--- src/rtl/i2c_master_reg_rd.sv ---
// i2c_master_reg_rd: I2C master reading one or two bytes from a slave register.
// START, dev+W, reg, repeated START, dev+R, data, STOP on open-drain SCL/SDA.
module i2c_master_reg_rd #(
   parameter int CLK_DIV = 250
) (
   input  logic        clk,
   input  logic        rst,
   input  logic        start,
   input  logic [6:0]  dev_addr,
   input  logic [7:0]  reg_addr,
   input  logic        two_byte,
   output logic        busy,
   output logic        done,
   output logic        nack,
   output logic [15:0] rd_data,
   input  logic        scl_i,
   output logic        scl_oe,
   input  logic        sda_i,
   output logic        sda_oe
);
   localparam int QW = (CLK_DIV > 1) ? $clog2(CLK_DIV) : 1;
   localparam logic [QW-1:0] QMAX = QW'(CLK_DIV - 1);

   typedef enum logic [3:0] {
      IDLE, START, WBYTE, WACK, RSTART,
      RBYTE, MACK, STOP, DONE
   } state_t;

   state_t        state;
   logic [QW-1:0] qcnt;
   logic [1:0]    quarter;
   logic [1:0]    wsel;
   logic [2:0]    bitcnt;
   logic [7:0]    shreg;
   logic [7:0]    reg_q;
   logic [6:0]    dev_q;
   logic          two_q;
   logic          second;
   logic          ack_bit;
   logic          sda_d;
   logic [15:0]   rx;
   logic          stretch;
   logic          scl_low;
   logic          scl_nxt;
   logic          sda_nxt;

   assign stretch = quarter[1] & ~scl_oe & ~scl_i;
   assign scl_low = ~quarter[1];

   always_comb begin
      scl_nxt = 1'b0;
      sda_nxt = 1'b0;
      unique case (state)
         START: sda_nxt = quarter[1];
         WBYTE: begin
            scl_nxt = scl_low;
            sda_nxt = ~shreg[7];
         end
         WACK, RBYTE: scl_nxt = scl_low;
         RSTART: begin
            scl_nxt = scl_low;
            sda_nxt = (quarter == 2'd3);
         end
         MACK: begin
            scl_nxt = scl_low;
            sda_nxt = two_q & ~second;
         end
         STOP: begin
            scl_nxt = scl_low;
            sda_nxt = (quarter != 2'd3);
         end
         default: ;
      endcase
   end

   // SDA trails SCL by one extra clk so it never moves on an SCL edge
   always_ff @(posedge clk or posedge rst) begin
      if (rst) begin
         state   <= IDLE;
         qcnt    <= '0;
         quarter <= 2'd0;
         wsel    <= 2'd0;
         bitcnt  <= 3'd0;
         shreg   <= 8'h00;
         reg_q   <= 8'h00;
         dev_q   <= 7'h00;
         two_q   <= 1'b0;
         second  <= 1'b0;
         ack_bit <= 1'b0;
         sda_d   <= 1'b0;
         rx      <= 16'h0000;
         busy    <= 1'b0;
         done    <= 1'b0;
         nack    <= 1'b0;
         rd_data <= 16'h0000;
         scl_oe  <= 1'b0;
         sda_oe  <= 1'b0;
      end else begin
         done   <= 1'b0;
         scl_oe <= scl_nxt;
         sda_d  <= sda_nxt;
         sda_oe <= sda_d;
         case (state)
            IDLE: begin
               if (start) begin
                  dev_q   <= dev_addr;
                  reg_q   <= reg_addr;
                  two_q   <= two_byte;
                  busy    <= 1'b1;
                  nack    <= 1'b0;
                  rx      <= 16'h0000;
                  second  <= 1'b0;
                  qcnt    <= '0;
                  quarter <= 2'd0;
                  state   <= START;
               end
            end
            DONE: begin
               if (!nack)
                  rd_data <= two_q ? rx : {8'h00, rx[7:0]};
               done  <= 1'b1;
               busy  <= 1'b0;
               state <= IDLE;
            end
            default: begin
               if (!stretch) begin
                  if (qcnt != QMAX) begin
                     qcnt <= qcnt + 1'b1;
                  end else begin
                     qcnt    <= '0;
                     quarter <= quarter + 2'd1;
                     if (quarter == 2'd2) begin
                        ack_bit <= sda_i;
                        if (state == RBYTE)
                           rx <= {rx[14:0], sda_i};
                     end
                     if (quarter == 2'd3) begin
                        case (state)
                           START: begin
                              shreg  <= {dev_q, 1'b0};
                              bitcnt <= 3'd7;
                              wsel   <= 2'd0;
                              state  <= WBYTE;
                           end
                           WBYTE: begin
                              if (bitcnt == 3'd0) begin
                                 state <= WACK;
                              end else begin
                                 bitcnt <= bitcnt - 3'd1;
                                 shreg  <= {shreg[6:0], 1'b0};
                              end
                           end
                           WACK: begin
                              if (ack_bit) begin
                                 nack  <= 1'b1;
                                 state <= STOP;
                              end else if (wsel == 2'd0) begin
                                 shreg  <= reg_q;
                                 bitcnt <= 3'd7;
                                 wsel   <= 2'd1;
                                 state  <= WBYTE;
                              end else if (wsel == 2'd1) begin
                                 state <= RSTART;
                              end else begin
                                 bitcnt <= 3'd7;
                                 state  <= RBYTE;
                              end
                           end
                           RSTART: begin
                              shreg  <= {dev_q, 1'b1};
                              bitcnt <= 3'd7;
                              wsel   <= 2'd2;
                              state  <= WBYTE;
                           end
                           RBYTE: begin
                              if (bitcnt == 3'd0)
                                 state <= MACK;
                              else
                                 bitcnt <= bitcnt - 3'd1;
                           end
                           MACK: begin
                              if (two_q && !second) begin
                                 second <= 1'b1;
                                 bitcnt <= 3'd7;
                                 state  <= RBYTE;
                              end else begin
                                 state <= STOP;
                              end
                           end
                           STOP: state <= DONE;
                           default: state <= IDLE;
                        endcase
                     end
                  end
               end
            end
         endcase
      end
   end
endmodule
--- config.mk ---
export PLATFORM = sky130hd
export DESIGN_NAME = i2c_master_reg_rd
export DESIGN_NICKNAME = d
export VERILOG_FILES = /design/src/rtl/i2c_master_reg_rd.sv
export SDC_FILE = /design/constraint.sdc
export NUM_CORES = 1
export LEC_CHECK = 0
export ABC_AREA = 1
export ABC_CLOCK_PERIOD_IN_PS = 4200
export CAP_MARGIN = 20
export CORE_ASPECT_RATIO = 0.9
export CORE_MARGIN = 10
export CORE_UTILIZATION = 55
export CTS_CLUSTER_SIZE = 25
export DETAILED_ROUTE_END_ITERATION = 7
export HOLD_SLACK_MARGIN = 0.05
export PLACE_DENSITY = 0.86
export SLEW_MARGIN = 10
export SYNTH_ARGS = -nofsm -noshare
export SYNTH_HDL_FRONTEND = slang
export SYNTH_SLANG_ARGS = --single-unit
--- constraint.sdc ---
create_clock -name clk -period 4.2 [get_ports clk]
set_clock_uncertainty 0.05 [all_clocks]
set_input_delay 0.84 -clock clk [delete_from_list [all_inputs] [get_ports clk]]
set_output_delay 0.84 -clock clk [all_outputs]
set_load 0.01 [all_outputs]
==> After elaboration in Yosys (flattened, before gate mapping) <==
Cells that the tools add are included.
{ "totals": {"regBits": 83, "latchBits": 0, "ram_bits": 0, "rom_bits": 0, "input_bits": 21, "out_inout_bits": 21, "wordCells": 153, "n_memories": 0} }
{ "op_classes": {"n_addsub": 3, "n_mul": 0, "n_div": 0, "magnitude_cmp": 0, "eq_ne": 26, "shift": 0, "n_mux": 58, "n_bitwise": 13, "reduce_logical": 34} }
{ "op_table": {"columns": ["op", "n"], "rows": [
  ["two-way mux 16 bit", 6],
  ["two-way mux 8 bit", 6],
  ["case mux 16 bit (2 select lines)", 1],
  ["case mux 8 bit (4 select lines)", 1],
  ["two-way mux 4 bit", 6],
  ["case mux 4 bit (6 select lines)", 1],
  ["two-way mux 3 bit", 7],
  ["AND reduction 7 bit", 3],
  ["equality test 4 x 3 -> 1 bit, second input constant", 4],
  ["case mux 8 bit (2 select lines)", 1],
  ["nonzero test 2 bit", 8],
  ["two-way mux 1 bit", 15],
  ["inequality test 2 bit, second input constant", 7],
  ["two-way mux 2 bit", 6],
  ["case mux 3 bit (4 select lines)", 1],
  ["AND reduction 6 bit", 2],
  ["NOT 1 bit", 10],
  ["AND reduction 9 bit", 1],
  ["adder 8 x 1 -> 8 bit, second input constant", 1],
  ["equality test 4 x 2 -> 1 bit, second input constant", 2],
  ["inequality test 8 bit, second input constant", 1],
  ["case mux 4 bit (2 select lines)", 1],
  ["AND reduction 4 bit", 2],
  ["AND reduction 8 bit", 1],
  ["other kinds (27)", 40]
]} }

==> Logic depth before layout (Yosys ltp) <==
{ "logic_depth": {"ltp_word": 9, "depth_mapped": 12} }

==> Worst setup path before layout <==
No wires, ideal clock.
{ "synth_path": {"kind": "input -> register", "startpoint": "input scl_i", "endpoint": "register shreg[1]", "t_arrival_ps": 1668, "t_required_ps": 4029, "setup_slack_ps": 2361, "path_stages": 8, "path_buffers": 1, "cell_sequence": "inv_1 nand3_1 nand3_1 nor3_2 nand2_2 buf_6 nand2_1 o21ai_2"} }
{ "synth_via": {"elab_chain_cells": 4} }
{ "synth_lines": {"columns": ["item", "line", "text"], "rows": [
  ["start, declared", "16", "input logic scl_i,"],
  ["NOT 1 bit", "47", "assign stretch = quarter[1] & ~scl_oe & ~scl_i;"],
  ["AND 1 bit", "47", null],
  ["NOT 1 bit (no line)", null, null],
  ["AND reduction 8 bit (no line)", null, null],
  ["end signal, assigned", "140", "shreg <= {dev_q, 1'b0};"],
  ["end signal, assigned", "150", "shreg <= {shreg[6:0], 1'b0};"],
  ["end signal, assigned", "158", "shreg <= reg_q;"],
  ["end, declared", "34", "logic [7:0] shreg;"]
]} }
Every way passes these cells.
A chain may end at the register's enable or synchronous reset.

==> Worst setup path in the final report <==
{ "layout_path": {"startpoint": "register state[2]", "endpoint": "register rx[6]"} }
{ "layout_via": {"elab_chain_cells": 3, "word_cells_on_any_way": 11, "classes_between": "eq/ne (5); mux (1); bitwise (1); reduce/logical (4)"} }
{ "layout_lines": {"columns": ["item", "line", "text"], "rows": [
  ["start, declared", "29", "state_t state;"],
  ["start signal, assigned", "79", "state <= IDLE;"],
  ["start signal, assigned", "115", "state <= START;"],
  ["start signal, assigned", "123", "state <= IDLE;"],
  ["equality test 4 x 3 -> 1 bit, or another cell as far along", "134", "if (state == RBYTE)"],
  ["nonzero test 2 bit (no line), or another cell as far along", null, null],
  ["AND reduction 6 bit (no line)", null, null],
  ["end signal, assigned", "135", "rx <= {rx[14:0], sda_i};"],
  ["end, declared", "41", "logic [15:0] rx;"]
]} }
Parallel ways exist; a longest one is shown, timed or not.

==> flow_summary.ini <==
[run_status]
status = finished, final reports clean

[critical_path]
end_kind = register
critPathLaunchType = register
ff2ff_path_depth = 10
cp_max_fo = 32
reg2reg_slack_ns = 1.88
r2r-end = rx[6]
r2r-start = state[2]
path_cells = nor2_4, nand2_4, inv_4, nand2_4, nand2_4, nand2_4, nor2_8, nand2_4, nand2_1, o21ai_2
arrival_ns = 2.51
cp_slowest_stage_delay_ns = 0.44
worstSetupPathType = reg2reg
worst_path_most_repeated_cell = nand2_4
slowest_stage = dfrtp_1
worstPathRequired_ns = 4.39
crit_cells = 10
crit_buf_inv = 1
critPathTopFamily = simple AND/OR/NAND/NOR gates

[layout]
fin_nets = 550
nFillCells = 566
synthToLayoutAreaGrowth_pct = 16.8
n_antenna_cell = 0
layout-drive-gt1-share_pct = 13.6
finalNonFillerCells = 621

[die]
dieArea_um2 = 11300
die_w_um = 111
die_h_um = 102
coreArea_um2 = 7150
start_util_pct = 57.6
num_rows = 29
ios = 42

[timing]
timing.fmax_mhz = 431
slew_viol_final = 0
setup_viol = 0
fin_ws_ns = 1.88
post-route-period-util_pct = 55.2
hold_viol_final = 0
layout_min_cycle_time_ns = 2.32
rsz0062_at_grt = false
relSlewSlack_pct = 63.1
tightest_slew_ns = 0.550
finalSetupTns_ns = 0

[yosys]
synth_nets = 506
syn_area_um2 = 4110
yosys-top-cells-count = nand2_1, dfrtp_1, inv_1
synth_cell_type_count = 32
synth_edf_count = 0
ys_top_cells_by_area = dfrtp_1, nand2_1, o21ai_2
synth-async-reset-ratio_pct = 100
ys.warnings.count = 0
synthFlopType = dfrtp_1
seq_area_frac_synth_pct = 50.5
syn_inst = 479
post_synth.cell_area_avg_um2 = 8.59
synth_top_area_cell = dfrtp_1
ys_seq_elements = 83
yosysMostFrequentCell = nand2_1
synth.top_cell.area_share_pct = 50.5

[min_path]
hold_end = sda_oe
hold_depth = 0
hold_start = sda_d
hold_path_class = reg2reg

[power]
p_per_area_nw_per_um2 = 575
p_leak_uw = 0.00232
ir_drop_mv = 0.352
finalPower_uw = 2770

[cts]
cts_root_buf = clkbuf_8
cts_buffers = 9
htreeDepth = 3
clk_pin_slew_worst_paths_ns = 0.09
cts_resized = 0
tritoncts = yes
insertion_delay_ns = 0.36
ctsHoldBuffers = 0
cts_max_path_buffers = 2
post_cts_buffers = 0
cts.sinks = 83

[global_routing]
grt_usage_pct = 16.2
grt.overflow.total = 0
grt_max_degree = 49
antenna_found_initial = 0
first_global_vias = 3366
grt_pass1_wl_um = 15400

[drt]
vias = 3291
wl_per_cell_um = 14.1
viasPerCell = 5.30
drc = 0
wirelength_um = 8760
drt-initial-drc-count = 246
firstDrtPassIters = 5
ant_nets = 0

[placement]
gp_congestion = 0.897
io_buffers = 41
dpl.hpwl_um = 6370
dpl.cell_count = 605
place_ws_ns = 1.57

[flow_run]
maxCapViolCount = 0
per-stage QoR:
stage	cell area, um2	hold WS [ns]	util, %
finish	4810	0.307	67.2
CTS	4810	0.310	67.2
detailed placement	4600	0.290	64.3
global route	4810	0.337	67.2
global placement	4570	0.281	63.9
floorplan	4110	0.281	-
cells by family (layout without fill, tap and decap cells):
family,Yosys count,in the layout,synth area share [%]
buffers and inverters,67,116,7.18
and+or+nand+nor,233,233,25.0
xor gates and xnor gates,2,2,0.426
DFF,83,83,50.5
adders and majority gates,6,6,1.82
AOI/OAI and AO/OA,81,81,13.1
muxes,7,7,1.92
state kept, by name, indices dropped and copies added, names as in the netlist, 2 cells and up:
register	flops
bitcnt	3
dev_q	7
qcnt	8
quarter	2
rd_data	16
reg_q	8
rx	16
shreg	8
state	4
wsel	2
layer usage:
metal	global-route usage (%)	share of wire (%)
met1	19.4	44
met4	6.61	1.7
met2	26.3	47
met5	0	0
met3	5.62	6.8
placed cells by master, fill, tap and decap left out, drive strengths merged, types with 2 or more instances in the layout:
cell	n
clkbuf	10
o21a	2
o31ai	7
nor3	4
o21ai	43
nand2	164
a21oi	26
xor2	2
nand3	17
clkdlybuf4s50	41
nand4	7
inv	57
clkinv	5
ha	6
nor2	40
dfrtp	83
buf	2
mux2	7
report_power, final:
part	total, uW	switching, uW	internal, uW	leakage (uW)
clock network	599	302	297	0.000108
registers	1100	137	967	0.00108
logic	1060	716	347	0.00114
worst max-delay path by stage:
stage / to / slack [ns] / start
2_1_floorplan: ack_bit / 1.17 / rst
3_3_place_gp: rx[10] / 1.65 / start
3_5_place_dp: rx[6] / 1.57 / start
4_1_cts: nack / 1.86 / nack
5_1_grt: rx[2] / 1.68 / state[2]
6_report: rx[6] / 1.88 / state[2]
final cells by class:
cell class,instances,area [um2],area share [%]
multi-input combinational,329,1740,36.2
tap,93,116,2.42
timing repair buffer,43,445,9.27
inverter,57,218,4.53
sequential,83,2080,43.2
clock buffer,10,138,2.86
clock inverter,6,70.1,1.46
Note: power is estimated with default switching activity, not from simulation.
